## src/rtl/fxp_ln_pipe_if.sv

```systemverilog
// Stream bundle for the pipelined natural-log unit: operand in, result out,
// each direction with its own valid/ready pair.
interface fxp_ln_pipe_if #(
   parameter int IN_W  = 8,
   parameter int OUT_W = 20
);
   logic             in_valid;
   logic             in_ready;
   logic [IN_W-1:0]  inp;
   logic             out_valid;
   logic             out_ready;
   logic [OUT_W-1:0] outp;
   logic             err;

   modport master (
      output in_valid, inp, out_ready,
      input  in_ready, out_valid, outp, err
   );

   modport slave (
      input  in_valid, inp, out_ready,
      output in_ready, out_valid, outp, err
   );
endinterface

```

## src/rtl/fxp_ln_pipe.sv

```systemverilog
// Fully pipelined fixed-point ln(x): x = 2^k*(1+f), ln(x) = k*LN2 + P(f),
// where P is a degree-5 Horner polynomial in Q.16.
module fxp_ln_pipe #(
   parameter int INT_WIDTH      = 4,
   parameter int FRAC_WIDTH     = 4,
   parameter int OUT_INT_WIDTH  = 4,
   parameter int OUT_FRAC_WIDTH = 16
) (
   input  logic          clk,
   input  logic          rst,
   fxp_ln_pipe_if.slave  bus
);

   localparam int IW = INT_WIDTH + FRAC_WIDTH;
   localparam int OW = OUT_INT_WIDTH + OUT_FRAC_WIDTH;
   localparam int SH = 16 - OUT_FRAC_WIDTH;
   localparam int SW = 40;

   localparam logic signed [17:0] C5 = 18'sd1954;
   localparam logic signed [17:0] C4 = -18'sd8517;
   localparam logic signed [17:0] C3 = 18'sd18601;
   localparam logic signed [17:0] C2 = -18'sd32093;
   localparam logic signed [17:0] C1 = 18'sd65481;

   localparam logic signed [SW-1:0] LN2  = 40'sd45426;
   localparam logic signed [SW-1:0] RND  = (40'sd1 <<< SH) >>> 1;
   localparam logic signed [SW-1:0] OMAX = (40'sd1 <<< (OW - 1)) - 40'sd1;
   localparam logic signed [SW-1:0] OMIN = -(40'sd1 <<< (OW - 1));

   // One Horner step: c + (t*f >> 16), with f treated as non-negative Q0.16.
   function automatic logic signed [17:0] hornerStep(
      input logic signed [17:0] t,
      input logic        [15:0] f,
      input logic signed [17:0] c
   );
      logic signed [34:0] prod;
      prod = 35'(t) * 35'($signed({1'b0, f}));
      return 18'(35'(c) + (prod >>> 16));
   endfunction

   logic                 w_adv;
   logic [7:0]           r_v;
   logic                 r_outValid;
   logic [OW-1:0]        r_outp;
   logic                 r_outErr;

   logic [IW-1:0]        r_x0;
   logic [15:0]          r_f   [1:5];
   logic signed [15:0]   r_k   [1:6];
   logic                 r_err [1:7];
   logic signed [17:0]   r_t   [2:5];
   logic signed [17:0]   r_y6;
   logic signed [SW-1:0] r_s7;

   logic [15:0]          w_p;
   logic [15:0]          w_f;
   logic signed [15:0]   w_k;
   logic                 w_zero;
   logic signed [17:0]   w_t2;
   logic signed [17:0]   w_t3;
   logic signed [17:0]   w_t4;
   logic signed [17:0]   w_t5;
   logic signed [17:0]   w_y6;
   logic signed [SW-1:0] w_s7;
   logic signed [SW-1:0] w_rnd;
   logic signed [SW-1:0] w_sat;

   assign w_adv        = !r_outValid || bus.out_ready;
   assign bus.in_ready = w_adv;
   assign bus.out_valid = r_outValid;
   assign bus.outp     = r_outp;
   assign bus.err      = r_outErr;

   // Leading-one detect; the shift leaves the MSB at bit 16 so f is the bits below it.
   always_comb begin
      w_p = '0;
      for (int i = 0; i < IW; i++) begin
         if (r_x0[i]) begin
            w_p = 16'(i);
         end
      end
      w_f    = 16'({r_x0, 16'b0} >> w_p);
      w_k    = $signed(w_p) - $signed(16'(FRAC_WIDTH));
      w_zero = (r_x0 == '0);
   end

   always_comb begin
      w_t2 = hornerStep(C5, r_f[1], C4);
      w_t3 = hornerStep(r_t[2], r_f[2], C3);
      w_t4 = hornerStep(r_t[3], r_f[3], C2);
      w_t5 = hornerStep(r_t[4], r_f[4], C1);
      w_y6 = hornerStep(r_t[5], r_f[5], 18'sd0);
      w_s7 = (40'(r_k[6]) * LN2) + 40'(r_y6);
   end

   // Round half up to the output fraction width, then clamp to the output range.
   always_comb begin
      w_rnd = (r_s7 + RND) >>> SH;
      if (r_err[7]) begin
         w_sat = OMIN;
      end else if (w_rnd > OMAX) begin
         w_sat = OMAX;
      end else if (w_rnd < OMIN) begin
         w_sat = OMIN;
      end else begin
         w_sat = w_rnd;
      end
   end

   always_ff @(posedge clk) begin
      if (rst) begin
         r_v        <= '0;
         r_outValid <= 1'b0;
         r_outp     <= '0;
         r_outErr   <= 1'b0;
      end else if (w_adv) begin
         r_v        <= {r_v[6:0], bus.in_valid};
         r_outValid <= r_v[7];
         r_outp     <= OW'(w_sat);
         r_outErr   <= r_err[7];
      end
   end

   // Datapath registers need no reset: the valid chain alone decides what is real.
   always_ff @(posedge clk) begin
      if (w_adv) begin
         r_x0     <= bus.inp;
         r_f[1]   <= w_f;
         r_k[1]   <= w_k;
         r_err[1] <= w_zero;
         for (int s = 2; s <= 5; s++) begin
            r_f[s] <= r_f[s-1];
         end
         for (int s = 2; s <= 6; s++) begin
            r_k[s] <= r_k[s-1];
         end
         for (int s = 2; s <= 7; s++) begin
            r_err[s] <= r_err[s-1];
         end
         r_t[2] <= w_t2;
         r_t[3] <= w_t3;
         r_t[4] <= w_t4;
         r_t[5] <= w_t5;
         r_y6   <= w_y6;
         r_s7   <= w_s7;
      end
   end

endmodule

```

## src/flat_wrapper.sv

```systemverilog
// flat-port wrapper written by rule: the top's interface ports become plain ports
module fxp_ln_pipe_flat 
#(
   parameter int INT_WIDTH      = 4,
   parameter int FRAC_WIDTH     = 4,
   parameter int OUT_INT_WIDTH  = 4,
   parameter int OUT_FRAC_WIDTH = 16
)
  (clk, rst, bus_in_valid, bus_inp, bus_out_ready, bus_in_ready, bus_out_valid, bus_outp, bus_err);
  fxp_ln_pipe_if #(.IN_W((8)), .OUT_W((20))) bus_i ();
  input  logic clk;
  input  logic rst;
  input wire logic [$bits(bus_i.in_valid)-1:0] bus_in_valid;
  input wire logic [$bits(bus_i.inp)-1:0] bus_inp;
  input wire logic [$bits(bus_i.out_ready)-1:0] bus_out_ready;
  output wire logic [$bits(bus_i.in_ready)-1:0] bus_in_ready;
  output wire logic [$bits(bus_i.out_valid)-1:0] bus_out_valid;
  output wire logic [$bits(bus_i.outp)-1:0] bus_outp;
  output wire logic [$bits(bus_i.err)-1:0] bus_err;
  assign bus_i.in_valid = bus_in_valid;
  assign bus_i.inp = bus_inp;
  assign bus_i.out_ready = bus_out_ready;
  assign bus_in_ready = bus_i.in_ready;
  assign bus_out_valid = bus_i.out_valid;
  assign bus_outp = bus_i.outp;
  assign bus_err = bus_i.err;
  fxp_ln_pipe #(.INT_WIDTH(INT_WIDTH), .FRAC_WIDTH(FRAC_WIDTH), .OUT_INT_WIDTH(OUT_INT_WIDTH), .OUT_FRAC_WIDTH(OUT_FRAC_WIDTH)) u_core (.clk(clk), .rst(rst), .bus(bus_i));
endmodule
```

## config.mk

```make
export PLATFORM = sky130hd
export DESIGN_NAME = fxp_ln_pipe_flat
export DESIGN_NICKNAME = d
export VERILOG_FILES = /design/src/rtl/fxp_ln_pipe_if.sv /design/src/rtl/fxp_ln_pipe.sv /design/src/flat_wrapper.sv
export SDC_FILE = /design/constraint.sdc
export NUM_CORES = 2
export LEC_CHECK = 0
export ABC_AREA = 1
export CAP_MARGIN = 40
export CORE_ASPECT_RATIO = 0.8
export CORE_MARGIN = 1
export CORE_UTILIZATION = 30
export CTS_CLUSTER_SIZE = 14
export DETAILED_ROUTE_END_ITERATION = 8
export GPL_TIMING_DRIVEN = 0
export PLACE_DENSITY = 0.42
export SETUP_SLACK_MARGIN = 0.4
export SLEW_MARGIN = 25
export SYNTH_ARGS = -nofsm -noshare
export SYNTH_HDL_FRONTEND = slang
export SYNTH_SLANG_ARGS = --single-unit
```

## constraint.sdc

```tcl
create_clock -name clk -period 8.7 [get_ports clk]
set_input_delay 0.87 -clock clk [delete_from_list [all_inputs] [get_ports clk]]
set_output_delay 0.87 -clock clk [all_outputs]
set_load 0.005 [all_outputs]
```

=== After elaboration in Yosys (flattened, before gate mapping) ===
Memory sizes are Yosys's and may differ from the RTL's.
Index checks and enable logic that the tools add are counted.

* Register bits: 96
* Bits in writable memories: 255
* Input port bits: 12
* Word-level logic and storage cells: 41
* Memories kept: 4

* Add/sub/neg operators: 6
* Multiply operators: 6
* Order comparisons: 2
* Shift operators: 1
* Mux-type cells: 12
* Reductions and logical operators: 3

{| class="wikitable"
|+ Memory list
! name !! depth !! bits a word !! read ports !! clocked after Yosys merged registers in !! wr ports !! RTL line !! source
|-
| u_core.r_k || 6 || 16 || 6 || 0 || 6 || fxp_ln_pipe.sv:49 || <nowiki>logic signed [15:0] r_k [1:6];</nowiki>
|-
| u_core.r_f || 5 || 16 || 5 || 0 || 5 || fxp_ln_pipe.sv:48 || <nowiki>logic [15:0] r_f [1:5];</nowiki>
|-
| u_core.r_t || 4 || 18 || 4 || 0 || 4 || fxp_ln_pipe.sv:51 || <nowiki>logic signed [17:0] r_t [2:5];</nowiki>
|-
| u_core.r_err || 7 || 1 || 7 || 0 || 7 || fxp_ln_pipe.sv:50 || <nowiki>logic r_err [1:7];</nowiki>
|}

{| class="wikitable"
|+ Operators with widths
! cell !! count
|-
| $mul A18 B17 Y34 || 4
|-
| $mux W16 || 6
|-
| $mux W20 || 3
|-
| $gt A40 B20 Y1 const B || 1
|-
| $lt A40 B20 Y1 const B || 1
|-
| $add A16 B18 Y18 const A || 2
|-
| $add A33 B18 Y34 || 1
|-
| $mul A16 B16 Y32 const B || 1
|-
| $mul A10 B16 Y26 const A || 1
|-
| $shr A24 B16 Y16 || 1
|-
| $add A15 B18 Y18 const A || 1
|-
| $add A17 B18 Y18 const A || 1
|-
| $sub A16 B4 Y16 const B || 1
|-
| $logic_not A8 Y1 || 1
|-
| $mux W1 || 3
|-
| $logic_not A1 Y1 || 1
|-
| $logic_or A1 B1 Y1 || 1
|}

=== Logic depth before layout (Yosys ltp) ===
* Word-level depth: 8
* Depth in mapped cells: 35
* Depth with buffers taken out: 34

=== Worst setup path before layout ===
No wires, ideal clock.

* Path type: in2out
* Start point: input port bus_out_ready
* End point: output port bus_in_ready
* Arrival: 6.301 ns
* Data required time: 7.830 ns
* Path slack: 1.529 ns
* Cell stages on the path: 3
* Buffers on the path: 1
* Cell sequence: nor2_1 > inv_1 > clkbuf_1

* Word-level cells in the longest chain between the ends: 1

{| class="wikitable"
|+ Ends and longest elaborated chain
! element !! RTL line !! source
|-
| from (decl) || flat_wrapper.sv:15 || <nowiki>input wire logic [$bits(bus_i.out_ready)-1:0] bus_out_ready;</nowiki>
|-
| $logic_or A1 B1 Y1 || fxp_ln_pipe.sv:68 || <nowiki>assign w_adv = !r_outValid || bus.out_ready;</nowiki>
|-
| to (decl) || flat_wrapper.sv:16 || <nowiki>output wire logic [$bits(bus_i.in_ready)-1:0] bus_in_ready;</nowiki>
|}

Every way passes these cells.

==> results.py <==
metrics = {
    "run_status": {
        "status": "finished clean",
    },
    "finish": {
        "synthToLayoutAreaGrowth_pct": 9.60,
        "stdcell_area_um2": 37400,
        "fillers": 12210,
        "final_util_pct": 33.2,
        "n_antenna_cell": 0,
        "drive_gt1_share_pct": 2.66,
        "nNetsFinal": 5246,
    },
    "cts": {
        "cts-hold-fix-buffers": 0,
        "postCtsSetupBuffers": 0,
        "tritoncts": "done",
        "root_buffer": "clkbuf_16",
        "cts_buffer_depth": 3,
        "cts_resized": 0,
        "path_clk_slew_ps": 70,
        "clock_latency_ps": 600,
        "clock_sinks": 218,
        "htreeDepth": 1,
        "cts_buffers": 27,
    },
    "global_routing": {
        "grt_use_total_pct": 14.8,
        "grt_max_degree": 47,
        "overflow": 0,
        "grt_pass1_vias": 25156,
        "grt_pass1_wl_um": 136000,
        "antenna_found_initial": 0,
    },
    "sta": {
        "hold_viol": 0,
        "setup-violations-final": 0,
        "max_freq_mhz": 146,
        "rsz0062_at_grt": "no",
        "skew_ps": 21.4,
        "period_share_pct": 78.8,
        "worst_slew_pin_slew_ps": 810,
        "setup_tns_ps": 0,
        "period_needed_ps": 6850,
        "max-slew-margin-rel_pct": 45.3,
        "slew_viol_final": 0,
    },
    "drt": {
        "drcViolationCount": 0,
        "ant_nets": 0,
        "dr.pass1.iters": 6,
        "viasPerCell": 4.29,
        "drt-initial-drc-count": 1440,
        "wl_per_cell_um": 14.1,
        "num_vias": 25165,
        "wirelength_um": 82500,
    },
    "setup_path": {
        "crit_type": "reg -> reg",
        "crit_slowest_cell": "clkbuf_1",
        "cp-end-kind": "register",
        "worst_path_largest_cell_delay_ps": 620,
        "critPathMaxFanout": 10,
        "crit_path_start_kind": "register",
        "cpMostUsedCell": "nand2_1",
        "arrival_ps": 7200,
        "cp_data_required_time_ps": 9050,
        "crit_start": "u_core.r_f[0][61]$_DFFE_PP_",
        "r2r_slack_ps": 1850,
        "r2r-start": "u_core.r_f[0][61]$_DFFE_PP_",
    },
    "yosys": {
        "synth_nets": 5179,
        "yosysSeqAreaShare_pct": 18.3,
        "synth_warnings": 0,
        "synthCells": 4271,
        "mappedNetlistArea_um2": 34100,
        "async_flop_share_pct": 0,
        "synth.distinct_cells": 52,
        "synth_ff_type": "edfxtp_1",
        "ys_ff_latch": 218,
        "syn_area_per_cell_um2": 7.98,
        "synth_edf_count": 188,
    },
    "die": {
        "core-area_um2": 113000,
        "rows": 110,
        "die_w_um": 379,
        "die_h_um": 304,
        "ioPinCount": 35,
        "start_util_pct": 30.3,
        "dieArea_um2": 115000,
    },
    "run": {
        "cap_violations": 0,
    },
    "place": {
        "port_buffers": 33,
        "placed_area_um2": 36400,
        "dp_hpwl_um": 69600,
        "place.gp.congestion": 0.815,
    },
    "min_path": {
        "hold_class": "reg -> reg",
        "hp-start": "u_core.r_err[5]$_DFFE_PP_",
    },
}
-- per-layer routing --
layer,routed length (um),global-route usage (%),vias up
met5,0,0,-
met4,889,1.74,0
met1,45400,23.2,11825
met3,2850,1.69,45
met2,33400,21.9,300
li1,-,-,12995
-- cell type report --
type / instances / area [um^2] / share of cell area (%)
buffer: 61 / 240 / 0.643
clock buffer: 34 / 766 / 2.05
clock inverter: 16 / 171 / 0.459
inverter: 1253 / 4700 / 12.6
multi-input combinational: 2739 / 22900 / 61.3
sequential: 218 / 6250 / 16.7
tap: 1512 / 1890 / 5.06
timing repair buffer: 38 / 440 / 1.18
-- layout by cell type, fill, tap and decap left out, types with 4 or more instances in the layout --
cell             instances
ha_1                   508
a31oi_1                 10
fa_1                   388
o21ai_1                  8
a21oi_1                145
nor3_1                  16
o21bai_1                 4
clkdlybuf4s50_1         33
nand4_1                 25
xor2_2                   4
nand3_1                126
nor4_1                  10
clkbuf_16               29
nand2_1                986
o211ai_1                 5
nor2_2                   8
dfxtp_1                 30
o21a_1                   7
a211oi_1                 5
inv_1                 1247
xnor2_1                 56
a21o_1                   5
edfxtp_1               188
clkinv_2                 6
clkbuf_1                61
o21ai_2                  4
nand3b_1                16
and3_1                   4
nor2_1                 160
and2_1                   5
o21ai_0                 86
xor2_1                  91
nand2_2                 24
o31ai_1                  4
-- synthesized netlist by cell type (all sizes together) (3+ instances only) --
cell	instances	area share [%]
a211oi	5	0.11
a21o	5	0.11
a21oi	149	2.3
a31oi	10	0.18
and2	5	0.092
and3	4	0.073
clkbuf	60	0.66
clkinv	3	0.033
dfxtp	30	1.8
edfxtp	188	17
fa	388	23
ha	508	19
inv	1250	14
nand2	1010	11
nand3	129	2.0
nand3b	16	0.35
nand4	25	0.46
nor2	171	2.0
nor3	18	0.29
nor4	10	0.18
o211ai	5	0.11
o21a	7	0.15
o21ai	98	1.5
o21bai	4	0.088
o311ai	3	0.077
o31ai	4	0.088
or2	3	0.055
xnor2	59	1.6
xor2	95	2.5
-- worst max-delay path: cells and delay by family (launching register included) --
kind	cells	cell delay, ps
fa+ha+maj	7	3150
buf+inv	7	1450
flops	1	350
simple gates	14	1640
-- kinds of logic after synthesis --
family / count (synthesis) / synth area share [%]
simple gates: 1391 / 16.8
buf+inv: 1314 / 14.5
fa+ha+maj: 896 / 41.4
compound gates: 298 / 4.87
flops: 218 / 18.3
xor+xnor: 154 / 4.11
-- path summary, 6_finish.rpt --
path	to	depth (start not counted)
worst max-delay path	u_core.r_t[2][17]$_DFFE_PP_	28
worst min-delay path	u_core.r_err[6]$_DFFE_PP_	0
worst max register to register	u_core.r_t[2][17]$_DFFE_PP_	28
worst min register to register	u_core.r_err[6]$_DFFE_PP_	0
-- state kept, by name (all words and copies together) (netlist names) --
| register | cells |
|---|---|
| u_core.bus.out_valid | 1 |
| u_core.bus.err | 1 |
| u_core.bus.outp | 20 |
| u_core.r_s7 | 34 |
| u_core.r_x0 | 8 |
| u_core.r_y6 | 18 |
| u_core.r_f | 35 |
| u_core.r_t | 68 |
| u_core.r_err | 7 |
| u_core.r_k | 18 |
| u_core.r_v | 8 |
-- stage by stage --
stage          instances  hold slack [ps]  setup WS [ps]
5_1_grt             5871              423           1410
4_1_cts             5870              421           1550
3_3_place_gp        5816              401          -3830
2_1_floorplan       4271              400           1530
3_5_place_dp        5820              405           1580
6_report            5871              415           1850
Power is left out: the tool's default activity adds up to more than one toggle a clock period on the data nets, which glitch-free logic cannot reach.
